### src/rtl/if_pkg.sv
// Shared definitions for the instruction fetch front end.
package if_pkg;

    // Fetch sequencer states.
    typedef enum logic [1:0] {
        ST_RESET   = 2'd0,
        ST_FETCH   = 2'd1,
        ST_DELIVER = 2'd2
    } fetch_state_t;

    // Word presented to ID when nothing has been fetched yet.
    localparam logic [31:0] NOP_INST = 32'd0;

    // Sequential instruction stride in bytes.
    localparam int unsigned PC_INC = 4;

endpackage

### src/rtl/if_redirect_buf.sv
// Holds a branch redirect that arrived while a memory request was in flight.
// A newer set overwrites the stored target; clear drops the pending flag once
// the request completes and the redirect has been acted on.
module if_redirect_buf #(
    parameter int ADDR_W = 32
) (
    input  logic              clk,
    input  logic              rst,
    input  logic              i_set,
    input  logic [ADDR_W-1:0] i_set_addr,
    input  logic              i_clear,
    output logic              o_pend,
    output logic [ADDR_W-1:0] o_addr
);

    logic              r_pend;
    logic [ADDR_W-1:0] r_addr;

    // Pending flag and target: set/overwrite wins over clear.
    always_ff @(posedge clk or negedge rst) begin
        if (!rst) begin
            r_pend <= 1'b0;
            r_addr <= '0;
        end else if (i_set) begin
            r_pend <= 1'b1;
            r_addr <= i_set_addr;
        end else if (i_clear) begin
            r_pend <= 1'b0;
        end
    end

    assign o_pend = r_pend;
    assign o_addr = r_addr;

endmodule

### src/rtl/if_fetch_ctrl.sv
// Fetch sequencer: owns the PC, runs a req/ack handshake against a
// variable-latency instruction memory and hands one instruction at a time
// to ID. Branches that land mid-request are parked in the redirect buffer
// and the returning (stale) word is dropped.
module if_fetch_ctrl
    import if_pkg::*;
#(
    parameter int               ADDR_W   = 32,
    parameter int               DATA_W   = 32,
    parameter logic [ADDR_W-1:0] RESET_PC = '0
) (
    input  logic              clk,
    input  logic              rst,
    input  logic              branchTaken,
    input  logic [ADDR_W-1:0] branchAddr,
    input  logic              freeze,
    output logic              mem_req,
    output logic [ADDR_W-1:0] mem_addr,
    input  logic              mem_ack,
    input  logic [DATA_W-1:0] mem_rdata,
    output logic              valid_out,
    output logic [ADDR_W-1:0] pc,
    output logic [DATA_W-1:0] instruction
);

    fetch_state_t      r_state;
    fetch_state_t      w_state_next;
    logic [ADDR_W-1:0] r_fetch_pc;
    logic [ADDR_W-1:0] w_fetch_pc_next;
    logic [ADDR_W-1:0] r_pc;
    logic [ADDR_W-1:0] w_pc_next;
    logic [DATA_W-1:0] r_instr;
    logic [DATA_W-1:0] w_instr_next;
    logic              r_valid;
    logic              w_valid_next;

    logic              w_ack;
    logic [ADDR_W-1:0] w_pc_inc;
    logic              w_redir_set;
    logic              w_redir_clr;
    logic              w_redir_pend;
    logic [ADDR_W-1:0] w_redir_addr;

    // The memory interface is driven purely from registered state.
    assign mem_req  = (r_state == ST_FETCH);
    assign mem_addr = r_fetch_pc;
    // An ack with no request outstanding is meaningless and is dropped.
    assign w_ack    = mem_ack & mem_req;
    // Sequential successor; natural wrap at the top of the address space.
    assign w_pc_inc = r_fetch_pc + ADDR_W'(PC_INC);

    if_redirect_buf #(
        .ADDR_W (ADDR_W)
    ) u_redirect_buf (
        .clk        (clk),
        .rst        (rst),
        .i_set      (w_redir_set),
        .i_set_addr (branchAddr),
        .i_clear    (w_redir_clr),
        .o_pend     (w_redir_pend),
        .o_addr     (w_redir_addr)
    );

    // State, fetch PC and the delivered instruction registers.
    always_ff @(posedge clk or negedge rst) begin
        if (!rst) begin
            r_state    <= ST_RESET;
            r_fetch_pc <= RESET_PC;
            r_pc       <= '0;
            r_instr    <= DATA_W'(NOP_INST);
            r_valid    <= 1'b0;
        end else begin
            r_state    <= w_state_next;
            r_fetch_pc <= w_fetch_pc_next;
            r_pc       <= w_pc_next;
            r_instr    <= w_instr_next;
            r_valid    <= w_valid_next;
        end
    end

    // Next-state and register-update decisions; everything holds by default.
    always_comb begin
        w_state_next    = r_state;
        w_fetch_pc_next = r_fetch_pc;
        w_pc_next       = r_pc;
        w_instr_next    = r_instr;
        w_valid_next    = r_valid;
        w_redir_set     = 1'b0;
        w_redir_clr     = 1'b0;

        case (r_state)
            ST_RESET: begin
                w_state_next = ST_FETCH;
                if (branchTaken) begin
                    w_fetch_pc_next = branchAddr;
                end
            end

            ST_FETCH: begin
                w_valid_next = 1'b0;
                if (w_ack) begin
                    w_redir_clr = 1'b1;
                    if (branchTaken) begin
                        // A branch in the ack cycle beats any parked redirect.
                        w_fetch_pc_next = branchAddr;
                    end else if (w_redir_pend) begin
                        w_fetch_pc_next = w_redir_addr;
                    end else begin
                        w_instr_next    = mem_rdata;
                        w_pc_next       = w_pc_inc;
                        w_valid_next    = 1'b1;
                        w_fetch_pc_next = w_pc_inc;
                        w_state_next    = ST_DELIVER;
                    end
                end else if (branchTaken) begin
                    // fetch_pc must stay put while the request is open.
                    w_redir_set = 1'b1;
                end
            end

            ST_DELIVER: begin
                if (branchTaken) begin
                    w_valid_next    = 1'b0;
                    w_fetch_pc_next = branchAddr;
                    w_state_next    = ST_FETCH;
                end else if (!freeze) begin
                    w_valid_next = 1'b0;
                    w_state_next = ST_FETCH;
                end
            end

            default: begin
                w_state_next = ST_RESET;
            end
        endcase
    end

    assign valid_out   = r_valid;
    assign pc          = r_pc;
    assign instruction = r_instr;

endmodule

### config.mk
export PLATFORM = sky130hd
export DESIGN_NAME = if_fetch_ctrl
export DESIGN_NICKNAME = d
export VERILOG_FILES = /design/src/rtl/if_pkg.sv /design/src/rtl/if_redirect_buf.sv /design/src/rtl/if_fetch_ctrl.sv
export SDC_FILE = /design/constraint.sdc
export NUM_CORES = 1
export LEC_CHECK = 0
export ABC_AREA = 1
export CELL_PAD_IN_SITES_DETAIL_PLACEMENT = 0
export CELL_PAD_IN_SITES_GLOBAL_PLACEMENT = 1
export CORE_ASPECT_RATIO = 0.7
export CORE_MARGIN = 1.5
export CORE_UTILIZATION = 38
export CTS_CLUSTER_DIAMETER = 40
export DETAILED_ROUTE_END_ITERATION = 10
export MAX_ROUTING_LAYER = met4
export PLACE_DENSITY = 0.95
export SYNTH_ARGS = -nofsm -noshare
export SYNTH_HDL_FRONTEND = slang
export SYNTH_SLANG_ARGS = --single-unit
### constraint.sdc
create_clock -name clk -period 2.5 [get_ports clk]
set_input_delay 0.375 -clock clk [delete_from_list [all_inputs] [get_ports clk]]
set_output_delay 0.375 -clock clk [all_outputs]
set_load 0.03 [all_outputs]
==> flow_metrics.tcl <==
set metrics [dict create \
    worstSetupStartpointType "flop" \
    async_flop_share_pct 100 \
    num_vias 6273 \
    hold_path.class "reg2reg" \
    hold_slack_ns 0.471 \
    ys_seq_area_share_pct 49.7 \
    ys_ff_latch 132 \
    dp_slack_ns 0.503 \
    cts_sinks 132 \
    core_region_area_um2 17100 \
    post-cts-setup-buffers 0 \
    portBuffers 166 \
    rows 40 \
    numCtsBuffers 17 \
    wl_per_cell_um 15.3 \
    min-delay-start "instruction[0]" \
    static-leakage-power_nw 4.50 \
    cp_cell_sequence "clkdlybuf4s50_1" \
    place.gp.congestion 0.908 \
    h-tree-depth 4 \
    start_util_pct 38.8 \
    fillers 1626 \
    netlist_top_cells_area "dfrtp_1 (50%), nand2_1 (21%), nor2_1 (5.0%)" \
    crit_path_end_kind "output port" \
    hold_depth 2 \
    relSlewSlack_pct 63.5 \
    setup_viol 0 \
    pin_count 167 \
    yosysTopAreaCellShare_pct 49.7 \
    grt_use_total_pct 23.3 \
    max_stage_delay_ns 0.78 \
    syn_area_um2 6650 \
    dr.pass1.iters 5 \
    path_buf_inv 1 \
    cts_tree "yes" \
    final_hold_viol_count 0 \
    ant_nets 0 \
    path_clk_slew_ns 0.07 \
    syn_to_final_growth_pct 38.0 \
    ir_drop_v 0.000695 \
    critical_path.top_delay_family "buffers and inverters" \
    first_iter_violations 504 \
    drv_slew 0 \
    fp.dieH_um 114 \
    tightest_slew_ns 0.547 \
    dp.final_hpwl_um 14100 \
    crit_arrival_ns 1.69 \
    grt_pass1_wl_um 32000 \
    grt_setup_unrepaired "no" \
    synth_edf_count 0 \
    status "finished clean" \
    layout.nets 1116 \
    die-area_um2 18300 \
    ys.flop_type "dfrtp_1" \
    wl_um 19800 \
    finalCritPeriodShare_pct 82.7 \
    grt.overflow.total 0 \
    ctsRootBufferMaster "clkbuf_16" \
    multiInputGateArea_um2 2870 \
    required_ns 2.12 \
    fmax_mhz 483 \
    powerDensity_nw_per_um2 1410 \
    hold_end "instruction[0]" \
    r2r_slack_ns 0.67 \
    worst-setup-path-type "reg2out" \
    sequential_cell_area_um2 3300 \
    finalClockSkew_ns 0.0124 \
    reg2regPathDepth 8 \
    grt_start_max_net_pins 57 \
    grt_pass1_vias 5938 \
    worstPathMaxFanout 5 \
    post-route-min-period_ns 2.07 \
    die_w_um 161 \
    drive_gt1_share_pct 8.69 \
    finalSetupTns_ns 0 \
    maxCapViolCount 0 \
    synth_nets 950 \
    reg2reg_from "mem_addr[2]" \
    insertion_delay_ns 0.42 \
    viasPerCell 4.86 \
    crit_path_top_delay_cell "clkdlybuf4s50_1" \
    synth.distinct_cells 34 \
    yosys_warnings 0 \
    path_depth 1 \
    drc 0 \
    synthCells 880 \
    yosysTopAreaCell "dfrtp_1" \
    syn_area_per_cell_um2 7.55 \
    reg2reg_to "mem_addr[18]" \
    antennaDiodeCount 0 \
    antenna_found_initial 0 \
    cts_buffer_depth 2 \
    fin_ws_ns 0.432 \
]
-- cells by family (layout without fill, tap and decap cells) --
| family | count (synthesis) | after routing | share of synthesized area [%] |
|---|---|---|---|
| flops | 132 | 132 | 49.7 |
| xor+xnor | 13 | 13 | 1.83 |
| simple gates | 517 | 517 | 32.4 |
| fa+ha+maj | 1 | 1 | 0.188 |
| buf+inv | 111 | 290 | 7.12 |
| compound gates | 106 | 106 | 8.75 |
-- routing by layer --
metal  global-route usage, %  up-vias  wire length [um]
li1                        -     3083                 -
met1                    33.3     2898              9280
met2                    33.0      266              8330
met3                    6.58       26              1930
met4                    4.81        0               232
met5                       -        -                 0
-- what timing repair did --
| action | in CTS | in global routing |
|---|---|---|
| hold endpoints to repair | 53 | 0 |
| resized for setup | 0 | 0 |
| hold buffers | 1 | 0 |
-- flip-flops by register name, indices dropped and copies added, names as in the netlist --
signal,count
u_redirect_buf.o_pend,1
mem_addr,32
r_state,2
instruction,32
u_redirect_buf.o_addr,32
pc,32
valid_out,1
-- where the power goes --
part	total [mW]	internal [mW]	switching, mW	leakage, nW
clock network	2.51	1.42	1.09	0.282
registers	4.12	3.16	0.959	1.61
logic	6.29	2.42	3.87	2.61
total	12.9	7.00	5.92	4.50
-- through the flow --
| stage | utilization, % | cells | area [um2] | power, mW |
|---|---|---|---|---|
| 2_1_floorplan | - | 880 | 6650 | 7.78 |
| 3_3_place_gp | 50.1 | 1257 | 8580 | 10.3 |
| 3_5_place_dp | 50.1 | 1257 | 8580 | 10.4 |
| 4_1_cts | 53.6 | 1290 | 9170 | 13.0 |
| 5_1_grt | 53.6 | 1290 | 9170 | 13.8 |
| 6_report | 53.6 | 1290 | 9170 | 12.9 |
-- placed cells by master, fill, tap and decap left out, types with 6 or more instances in the layout --
cell and count:
a31oi_1 17, inv_1 66, inv_6 8, nand2_1 364
nor2_2 6, o21ai_0 50, nor2_4 10, xor2_1 7
nand2_2 6, inv_2 6, a21oi_1 26, clkbuf_16 17
nor2_1 89, nand3_1 29, dfrtp_1 132, clkdlybuf4s50_1 165
buf_4 16
-- cells in the mapped netlist (2+ instances only) --
library cell and instances:
nand2_4 3, or2_2 2, nand2_1 364, o21ai_2 2, buf_6 3, nand2_2 6, buf_2 18, nor2_4 10
clkbuf_1 14, a31oi_1 17, nand4_1 2, o211ai_1 5, o21ai_1 2, inv_1 66, nor2_1 89, nand3_2 2
xnor2_1 5, nand3b_1 3, o21ai_0 50, nor2_2 6, inv_2 6, buf_4 3, dfrtp_1 132, a21oi_1 26
xor2_1 7, nand3_1 29
-- area by class of cell --
class / count / share of cell area, %
Multi-Input combinational cell: 637 / 31.3
Clock buffer: 17 / 4.64
Clock inverter: 15 / 1.72
Timing Repair Buffer: 186 / 20.2
Tap cell: 231 / 3.15
Inverter: 72 / 2.95
Sequential cell: 132 / 36.0
-- worst max-delay path by stage --
stage / from / endpoint / slack, ns
detailed placement: branchTaken / pc[19] / 0.50
global placement: mem_ack / mem_addr[4] / 0.53
finish: mem_addr[10] / mem_addr[10] / 0.43
CTS: mem_addr[10] / mem_addr[10] / 0.42
floorplan: mem_addr[3] / mem_addr[20] / 0.80
global route: r_state[0] / mem_req / 0.36
Power figures use the tool's default switching activity.
